File: config.mk
export PLATFORM = sky130hd
export DESIGN_NAME = experiment_stand_emulator_flat
export DESIGN_NICKNAME = d
export VERILOG_FILES = /design/src/rtl/experiment_stand_emulator_if.sv /design/src/rtl/experiment_stand_emulator.sv /design/src/flat_wrapper.sv
export SDC_FILE = /design/constraint.sdc
export NUM_CORES = 1
export LEC_CHECK = 0
export CAP_MARGIN = 20
export CORE_ASPECT_RATIO = 0.75
export CORE_MARGIN = 3
export CORE_UTILIZATION = 56
export DETAILED_ROUTE_END_ITERATION = 6
export GPL_TIMING_DRIVEN = 1
export MAX_ROUTING_LAYER = met4
export PLACE_DENSITY = 0.74
export SETUP_SLACK_MARGIN = 0.5
export SKIP_LAST_GASP = 1
export SLEW_MARGIN = 5
export SYNTH_ARGS = -nofsm -noshare
export SYNTH_HDL_FRONTEND = slang
export SYNTH_SLANG_ARGS = --single-unit
File: constraint.sdc
create_clock -name clock -period 6.69 [get_ports clock]
set_input_delay 1.338 -clock clock [delete_from_list [all_inputs] [get_ports clock]]
set_output_delay 1.338 -clock clock [all_outputs]
set_load 0.02 [all_outputs]
File: src/rtl/experiment_stand_emulator_if.sv
// Stand-side signal bundle between the sync FSM and the stand emulator.
// fault_mode exists only when EMU_FAULT_INJECT_EN is defined.
interface experiment_stand_emulator_if;
  logic       arm;
  logic       detonator_triggered;
  logic       output_trigger;
`ifdef EMU_FAULT_INJECT_EN
  logic [1:0] fault_mode;
`endif
  logic       phase;
  logic       start;
  logic       fg_opto;
  logic       wire_sensor;
  logic       detector_ready;
  logic       done;
  logic       seq_error;

`ifdef EMU_FAULT_INJECT_EN
  modport master (
    output arm, detonator_triggered, output_trigger, fault_mode,
    input  phase, start, fg_opto, wire_sensor,
    input  detector_ready, done, seq_error
  );
  modport slave (
    input  arm, detonator_triggered, output_trigger, fault_mode,
    output phase, start, fg_opto, wire_sensor,
    output detector_ready, done, seq_error
  );
`else
  modport master (
    output arm, detonator_triggered, output_trigger,
    input  phase, start, fg_opto, wire_sensor,
    input  detector_ready, done, seq_error
  );
  modport slave (
    input  arm, detonator_triggered, output_trigger,
    output phase, start, fg_opto, wire_sensor,
    output detector_ready, done, seq_error
  );
`endif
endinterface

File: src/rtl/experiment_stand_emulator.sv
// Experiment stand emulator: phase/start/fg_opto stimuli and delayed replies.
// Optional fault injection enabled by defining EMU_FAULT_INJECT_EN.
module experiment_stand_emulator #(
  parameter int unsigned PHASE_HALF_PERIOD = 120,
  parameter int unsigned START_LEN         = 4,
  parameter int unsigned FG_OPTO_DELAY     = 1000,
  parameter int unsigned WIRE_DELAY        = 40,
  parameter int unsigned READY_DELAY       = 200
) (
  input logic clock,
  input logic reset,
  experiment_stand_emulator_if.slave bus
);

  localparam logic [31:0] HP =
    (PHASE_HALF_PERIOD == 0) ? 32'd1 : 32'(PHASE_HALF_PERIOD);
  localparam logic [31:0] SL =
    (START_LEN == 0) ? 32'd1 : 32'(START_LEN);
  localparam logic [31:0] FD =
    (FG_OPTO_DELAY == 0) ? 32'd1 : 32'(FG_OPTO_DELAY);
  localparam logic [31:0] WD =
    (WIRE_DELAY == 0) ? 32'd1 : 32'(WIRE_DELAY);
  localparam logic [31:0] RD =
    (READY_DELAY == 0) ? 32'd1 : 32'(READY_DELAY);

  typedef enum logic [2:0] {
    S_IDLE,
    S_START,
    S_WAIT_FG,
    S_WAIT_DET,
    S_WIRE,
    S_WAIT_TRIG,
    S_READY,
    S_DONE
  } state_t;

  state_t      state_q;
  logic [31:0] cnt_q;
  logic [31:0] ph_cnt_q;
  logic        phase_q;
  logic        det_q;
  logic        trig_q;
  logic        start_q;
  logic        fg_q;
  logic        wire_q;
  logic        rdy_q;
  logic        done_q;
  logic        err_q;
  logic [1:0]  fault_q;
  logic [1:0]  fault_d;
  logic        det_edge;
  logic        trig_edge;
  logic        no_fg;
  logic        no_wire;
  logic        no_ready;

`ifdef EMU_FAULT_INJECT_EN
  assign fault_d = bus.fault_mode;
`else
  assign fault_d = 2'd0;
`endif

  assign no_wire  = (fault_q == 2'd1);
  assign no_ready = (fault_q == 2'd2);
  assign no_fg    = (fault_q == 2'd3);

  assign det_edge  = bus.detonator_triggered & ~det_q;
  assign trig_edge = bus.output_trigger & ~trig_q;

  always_ff @(posedge clock) begin
    if (reset) begin
      ph_cnt_q <= '0;
      phase_q  <= 1'b0;
    end else if (ph_cnt_q == HP - 32'd1) begin
      ph_cnt_q <= '0;
      phase_q  <= ~phase_q;
    end else begin
      ph_cnt_q <= ph_cnt_q + 32'd1;
    end
  end

  always_ff @(posedge clock) begin
    if (reset) begin
      det_q  <= 1'b0;
      trig_q <= 1'b0;
    end else begin
      det_q  <= bus.detonator_triggered;
      trig_q <= bus.output_trigger;
    end
  end

  // Each delay of D cycles is timed from the edge cycle, so the wait
  // state itself lasts D-1 cycles and is skipped entirely when D is 1.
  always_ff @(posedge clock) begin
    if (reset) begin
      state_q <= S_IDLE;
      cnt_q   <= '0;
      start_q <= 1'b0;
      fg_q    <= 1'b0;
      wire_q  <= 1'b0;
      rdy_q   <= 1'b0;
      done_q  <= 1'b0;
      err_q   <= 1'b0;
      fault_q <= 2'd0;
    end else begin
      unique case (state_q)
        S_IDLE: begin
          if (bus.arm) begin
            state_q <= S_START;
            start_q <= 1'b1;
            cnt_q   <= SL - 32'd1;
            fault_q <= fault_d;
          end
        end
        S_START: begin
          if (cnt_q == 32'd0) begin
            start_q <= 1'b0;
            if (FD == 32'd1) begin
              fg_q    <= ~no_fg;
              state_q <= S_WAIT_DET;
            end else begin
              cnt_q   <= FD - 32'd2;
              state_q <= S_WAIT_FG;
            end
          end else begin
            cnt_q <= cnt_q - 32'd1;
          end
        end
        S_WAIT_FG: begin
          if (det_edge || trig_edge) err_q <= 1'b1;
          if (cnt_q == 32'd0) begin
            fg_q    <= ~no_fg;
            state_q <= S_WAIT_DET;
          end else begin
            cnt_q <= cnt_q - 32'd1;
          end
        end
        S_WAIT_DET: begin
          if (trig_edge) err_q <= 1'b1;
          if (det_edge) begin
            if (WD == 32'd1) begin
              wire_q  <= ~no_wire;
              state_q <= S_WAIT_TRIG;
            end else begin
              cnt_q   <= WD - 32'd2;
              state_q <= S_WIRE;
            end
          end
        end
        S_WIRE: begin
          if (trig_edge) err_q <= 1'b1;
          if (cnt_q == 32'd0) begin
            wire_q  <= ~no_wire;
            state_q <= S_WAIT_TRIG;
          end else begin
            cnt_q <= cnt_q - 32'd1;
          end
        end
        S_WAIT_TRIG: begin
          if (trig_edge) begin
            if (RD == 32'd1) begin
              rdy_q   <= ~no_ready;
              done_q  <= 1'b1;
              state_q <= S_DONE;
            end else begin
              cnt_q   <= RD - 32'd2;
              state_q <= S_READY;
            end
          end
        end
        S_READY: begin
          if (cnt_q == 32'd0) begin
            rdy_q   <= ~no_ready;
            done_q  <= 1'b1;
            state_q <= S_DONE;
          end else begin
            cnt_q <= cnt_q - 32'd1;
          end
        end
        S_DONE: begin
          if (bus.arm) begin
            state_q <= S_START;
            start_q <= 1'b1;
            cnt_q   <= SL - 32'd1;
            fault_q <= fault_d;
            fg_q    <= 1'b0;
            wire_q  <= 1'b0;
            rdy_q   <= 1'b0;
            done_q  <= 1'b0;
            err_q   <= 1'b0;
          end
        end
        default: state_q <= S_IDLE;
      endcase
    end
  end

  assign bus.phase          = phase_q;
  assign bus.start          = start_q;
  assign bus.fg_opto        = fg_q;
  assign bus.wire_sensor    = wire_q;
  assign bus.detector_ready = rdy_q;
  assign bus.done           = done_q;
  assign bus.seq_error      = err_q;

endmodule

File: src/flat_wrapper.sv
// flat-port wrapper written by rule: the top's interface ports become plain ports
module experiment_stand_emulator_flat 
#(
  parameter int unsigned PHASE_HALF_PERIOD = 120,
  parameter int unsigned START_LEN         = 4,
  parameter int unsigned FG_OPTO_DELAY     = 1000,
  parameter int unsigned WIRE_DELAY        = 40,
  parameter int unsigned READY_DELAY       = 200
)
  (clock, reset, bus_arm, bus_detonator_triggered, bus_output_trigger, bus_phase, bus_start, bus_fg_opto, bus_wire_sensor, bus_detector_ready, bus_done, bus_seq_error);
  experiment_stand_emulator_if bus_i ();
  input logic clock;
  input logic reset;
  input wire logic [$bits(bus_i.arm)-1:0] bus_arm;
  input wire logic [$bits(bus_i.detonator_triggered)-1:0] bus_detonator_triggered;
  input wire logic [$bits(bus_i.output_trigger)-1:0] bus_output_trigger;
  output wire logic [$bits(bus_i.phase)-1:0] bus_phase;
  output wire logic [$bits(bus_i.start)-1:0] bus_start;
  output wire logic [$bits(bus_i.fg_opto)-1:0] bus_fg_opto;
  output wire logic [$bits(bus_i.wire_sensor)-1:0] bus_wire_sensor;
  output wire logic [$bits(bus_i.detector_ready)-1:0] bus_detector_ready;
  output wire logic [$bits(bus_i.done)-1:0] bus_done;
  output wire logic [$bits(bus_i.seq_error)-1:0] bus_seq_error;
  assign bus_i.arm = bus_arm;
  assign bus_i.detonator_triggered = bus_detonator_triggered;
  assign bus_i.output_trigger = bus_output_trigger;
  assign bus_phase = bus_i.phase;
  assign bus_start = bus_i.start;
  assign bus_fg_opto = bus_i.fg_opto;
  assign bus_wire_sensor = bus_i.wire_sensor;
  assign bus_detector_ready = bus_i.detector_ready;
  assign bus_done = bus_i.done;
  assign bus_seq_error = bus_i.seq_error;
  experiment_stand_emulator #(.PHASE_HALF_PERIOD(PHASE_HALF_PERIOD), .START_LEN(START_LEN), .FG_OPTO_DELAY(FG_OPTO_DELAY), .WIRE_DELAY(WIRE_DELAY), .READY_DELAY(READY_DELAY)) u_core (.clock(clock), .reset(reset), .bus(bus_i));
endmodule
Word-level counts from Yosys, hierarchy flattened. Cells that the tools add are included. Widths: inputs -> output; s select.

RAM bits: 0. Input port bits: 5. Bits in latches: 0. Register bits: 75. ROM bits: 0. Memories: 0.

Bitwise gates (word level): 5. Shifts and indexed selects: 0. Reductions and logical operators: 19. Muxes and demuxes: 25. Divide/modulo/power cells: 0. Add/subtract/negate cells: 2. $lt $le $gt $ge: 0. Multiply operators: 0. Equal/unequal tests: 19.

Operators with widths (number): $mux 32 (5); $pmux 32 s5 (1); $add 32x1->32 const B (1); $eq 32x7->1 const B (1); $logic_not 32->1 (1); $sub 32x1->32 const B (1); $mux 3 (7); $pmux 3 s7 (1); $ne 2x1->1 const B (9); $eq 3x3->1 const B (4); $reduce_and 3->1 (4); $pmux 1 s2 (4); $reduce_and 4->1 (2); $reduce_bool 2->1 (4); $reduce_and 7->1 (1); $eq 3x2->1 const B (2); $mux 1 (6); $reduce_or 2->1 (3); $ne 2x2->1 const B (2); $eq 3x1->1 const B (1); $logic_not 3->1 (1); $not 1->1 (3); $pmux 1 s3 (1); $reduce_bool 3->1 (1); 3 further kinds (4).

Depth between registers and ports, before layout.
Depth in word-level cells: 5. Mapped depth: 10. Depth with buffers taken out: 7.

Least setup slack after synthesis. No wires, ideal clock.

Path type: input to register. From: input port bus_detonator_triggered. To: register u_core.cnt_q[25]. Cell stages on the path: 6. Setup time: 0.086 ns. Path slack: 3.632 ns. Data arrival time: 2.973 ns. Cells stage by stage: nor2b_1 > o221a_2 > clkbuf_1 > o2111ai_1 > or4_1 > a211oi_1.

Cells in the longest elaborated chain, start to end: 3.

RTL lines: start: declaration (line flat_wrapper.sv:15) `input wire logic [$bits(bus_i.detonator_triggered)-1:0] bus_detonator_triggered;`; $and 1x1->1 (line experiment_stand_emulator.sv:67) `assign det_edge = bus.detonator_triggered & ~det_q;`; $ne 2x1->1 (no source line); $reduce_and 4->1 (no source line); end signal: assignment (line experiment_stand_emulator.sv:111) `cnt_q <= SL - 32'd1;`; end signal: assignment (line experiment_stand_emulator.sv:122) `cnt_q <= FD - 32'd2;`; end signal: assignment (line experiment_stand_emulator.sv:126) `cnt_q <= cnt_q - 32'd1;`; end: declaration (line experiment_stand_emulator.sv:38) `logic [31:0] cnt_q;`.

No other way between the ends. A chain may end at the register's enable or synchronous reset.

Final worst setup path.
From: input port bus_detonator_triggered. To: register u_core.cnt_q[28].

Same word-level chain as after synthesis.

==> flow_metrics.env <==
export IMPL_min_path_cells=1
export IMPL_yosys_top_cells_count="75 x dfxtp_1, 54 x nor2_1, 28 x nand2_1"
export IMPL_swShare=0.457
export IMPL_ys_seq_area_frac=0.369
export IMPL_yosys_area_share_adder=0.0184
export IMPL_core_rowCount=26
export IMPL_synth_compound_area_share=0.181
export IMPL_finalWorstSetupSlack_ps=2960
export IMPL_die_height_um=79.9
export IMPL_synth_edff_count=0
export IMPL_grt_max_degree=46
export IMPL_cts_root_buf="clkbuf_8"
export IMPL_slew_violations=0
export IMPL_p_clk_frac=0.199
export IMPL_yosys_area_top_type="dfxtp_1"
export IMPL_multi_input_area_um2=2370
export IMPL_placed_area_um2=4170
export IMPL_via_per_inst=6.43
export IMPL_yosysWarnings=0
export IMPL_finalSetupViolCount=0
export IMPL_hold_end="u_core.ph_cnt_q[0]$_SDFF_PP0_"
export IMPL_p_sw_uw=1060
export IMPL_grt_pass1_wl_um=16800
export IMPL_syn_area_um2=4070
export IMPL_fp_dieW_um=104
export IMPL_worst_path_max_delay_cell="a211oi_4"
export IMPL_pin_count=12
export IMPL_cts_sinks=75
export IMPL_clockBufferDepth=2
export IMPL_first_pass_iters=5
export IMPL_utilization=0.639
export IMPL_p_leak_uw=0.00149
export IMPL_cts_tree="done"
export IMPL_drv_cap=0
export IMPL_drt_initial_drc_count=327
export IMPL_clock_latency_ps=360
export IMPL_seq_power_share=0.281
export IMPL_grt_pass1_vias=3514
export IMPL_clock_fmax_mhz=268
export IMPL_endpoint_kind="flop"
export IMPL_ant_nets=0
export IMPL_worstPathRequired_ps=6880
export IMPL_nNetsFinal=497
export IMPL_diodes=0
export IMPL_place_congestion=0.906
export IMPL_syn_nets=507
export IMPL_reg2reg_to="u_core.cnt_q[28]$_SDFFE_PP0P_"
export IMPL_cp_arrival_ps=3930
export IMPL_ir_drop_mv=0.389
export IMPL_drc_errors=0
export IMPL_p_per_area_nw_per_um2=526
export IMPL_synth_top_family_by_area="simple AND/OR/NAND/NOR gates"
export IMPL_clk_pin_slew_worst_paths_ps=80
export IMPL_cts_resized=0
export IMPL_synthSimpleGateAreaFrac=0.307
export IMPL_cts_buffers=9
export IMPL_grt_overflow_total=0
export IMPL_cp_cell_sequence="clkdlybuf4s50_1, nor2b_1, o221a_2, nand2_1, a211oi_4, a211oi_1"
export IMPL_regToRegSetupSlack_ps=3070
export IMPL_holdCritStartpoint="u_core.ph_cnt_q[0]$_SDFF_PP0_"
export IMPL_start_util=0.588
export IMPL_p_comb_frac=0.520
export IMPL_worstMarginPinSlew_ps=1010
export IMPL_setup_tns_ps=0
export IMPL_status="finished clean"
export IMPL_ys_flop_type="dfxtp_1"
export IMPL_grt_usage=0.254
export IMPL_hold_viol=0
export IMPL_yosysMostFrequentCell="dfxtp_1"
export IMPL_die_area_um2=8340
export IMPL_fillers=609
export IMPL_antenna_found_initial=0
export IMPL_synthTopCellsByArea="dfxtp_1 37%, xnor2_1 5.4%, nor2_1 5.0%"
export IMPL_finish_instance_area_um2=4430
export IMPL_synth_seq_cells=75
export IMPL_postCtsHoldBufs=0
export IMPL_cts_setup_buffers=0
export IMPL_fin_skew_ps=11.8
export IMPL_yosysTopAreaCellShare=0.369
export IMPL_max_stage_delay_ps=950
export IMPL_synth_area_mux_share=0.00522
export IMPL_synthArstFlopShare=0
export IMPL_core_area_um2=6930
export IMPL_synth_cells=496
export IMPL_preCtsSetupSlack_ps=2600
export IMPL_synth_cell_types=51
export IMPL_rsz0062_at_grt="no"
export IMPL_p_int_uw=1270
export IMPL_post_route_min_period_ps=3730
export IMPL_start_kind="input pin"
export IMPL_yosys_area_share_xor_xnor=0.0710
export IMPL_r2r_cells=7
export IMPL_critPathMaxFanout=24
export IMPL_critPathTopFamily="compound AO/OA/AOI/OAI gates"
export IMPL_port_buffers=11
export IMPL_syn_avg_cell_area_um2=8.21
export IMPL_fin_crit_sh=0.558
export IMPL_r2r_start="u_core.cnt_q[0]$_SDFFE_PP0P_"
export IMPL_slew_headroom=0.322
export IMPL_hpwl_um=6430
export IMPL_drt_total_wl_um=9580
export IMPL_areaGrowthSynthToFinish_pct=8.73
export IMPL_vias=3781
export IMPL_hold_path_class="flop to flop"
export IMPL_htreeDepth=3
export IMPL_regArea_um2=1500
export IMPL_routedWlPerCell_um=16.3
export IMPL_path_class="input pin to flop"
export IMPL_drive_gt1_frac=0.0592
export IMPL_cp_num_buf_inv=1
[metrics by stage]
step	power [uW]	instances	hold slack, ps
after floorplan	1610	496	426
after global placement	1810	573	438
after detailed placement	1840	573	458
after CTS	2310	588	475
after global routing	2520	588	493
final	2330	588	475
[sequential cells by signal, indices dropped and copies added, names as in the netlist]
register,flops
u_core.cnt_q,32
u_core.ph_cnt_q,32
u_core.state_q,3
u_core.bus.done,1
u_core.bus.fg_opto,1
u_core.bus.phase,1
u_core.bus.seq_error,1
u_core.bus.start,1
u_core.bus.wire_sensor,1
u_core.det_q,1
u_core.trig_q,1
[cell usage in the layout (no fill, tap or decap), drive strengths merged, types with 2 or more instances in the layout]
cell type | Yosys | final
ha | 6 | 6
and3 | 7 | 7
and2 | 4 | 4
nor2b | 5 | 5
xor2 | 8 | 8
nand2 | 28 | 28
o221a | 3 | 3
o2111ai | 3 | 3
nor3 | 21 | 21
a21o | 2 | 2
or2 | 4 | 4
dfxtp | 75 | 75
a21oi | 10 | 10
or3 | 17 | 17
nor2 | 54 | 54
xnor2 | 25 | 25
clkbuf | 25 | 10
a211oi | 26 | 26
o22ai | 2 | 2
o31ai | 16 | 16
a31oi | 3 | 3
a221oi | 2 | 2
inv | 14 | 14
o21ai | 16 | 16
a311oi | 3 | 3
or4 | 19 | 19
o41ai | 5 | 5
nand3 | 24 | 24
bufinv | 0 | 4
nand4 | 13 | 13
nor4 | 20 | 20
nor4b | 3 | 3
o211ai | 4 | 4
and4 | 5 | 5
nand2b | 5 | 5
clkdlybuf4s50 | 0 | 11
[logic make-up after synthesis]
| logic type | count (synthesis) |
|---|---|
| AOI/OAI and AO/OA | 101 |
| xor gates and xnor gates | 33 |
| adders and majority gates | 6 |
| buffers and inverters | 47 |
| DFF | 75 |
| muxes | 2 |
| and+or+nand+nor | 232 |
[per-layer routing]
layer / track usage / vias to the layer above / part of all wire
met3: 0.0655 / 25 / 0.062
met1: 0.340 / 1791 / 0.49
met2: 0.368 / 121 / 0.43
met5: - / - / 0
met4: 0.0969 / 0 / 0.020
li1: - / 1844 / -
[cell type report]
| type | instances | area share |
|---|---|---|
| clock inverters | 5 | 0.0283 |
| repair buffers | 12 | 0.0266 |
| flip-flops and latches | 75 | 0.339 |
| clock buffers | 10 | 0.0311 |
| multi-input cells | 374 | 0.535 |
| well taps | 98 | 0.0277 |
| inverters | 14 | 0.0119 |
[worst max-delay path by stage]
| stage | start | cells past startpoint | endpoint | slack (ps) |
|---|---|---|---|---|
| 2_1_floorplan | bus_detonator_triggered | 6 | u_core.cnt_q[25]$_SDFFE_PP0P_ | 3630 |
| 3_3_place_gp | bus_detonator_triggered | 6 | u_core.cnt_q[4]$_SDFFE_PP0P_ | 2730 |
| 3_5_place_dp | bus_detonator_triggered | 6 | u_core.cnt_q[11]$_SDFFE_PP0P_ | 2600 |
| 4_1_cts | bus_detonator_triggered | 6 | u_core.cnt_q[28]$_SDFFE_PP0P_ | 2990 |
| 5_1_grt | bus_detonator_triggered | 6 | u_core.cnt_q[19]$_SDFFE_PP0P_ | 2760 |
| 6_report | bus_detonator_triggered | 6 | u_core.cnt_q[28]$_SDFFE_PP0P_ | 2960 |
[power groups by stage]
stage	clock network (uW)	registers (uW)	logic [uW]
2_1_floorplan	0	631	983
3_3_place_gp	0	653	1160
3_5_place_dp	0	656	1180
4_1_cts	466	648	1200
5_1_grt	487	671	1370
6_report	463	655	1210
Note: power is estimated with default switching activity, not from simulation.
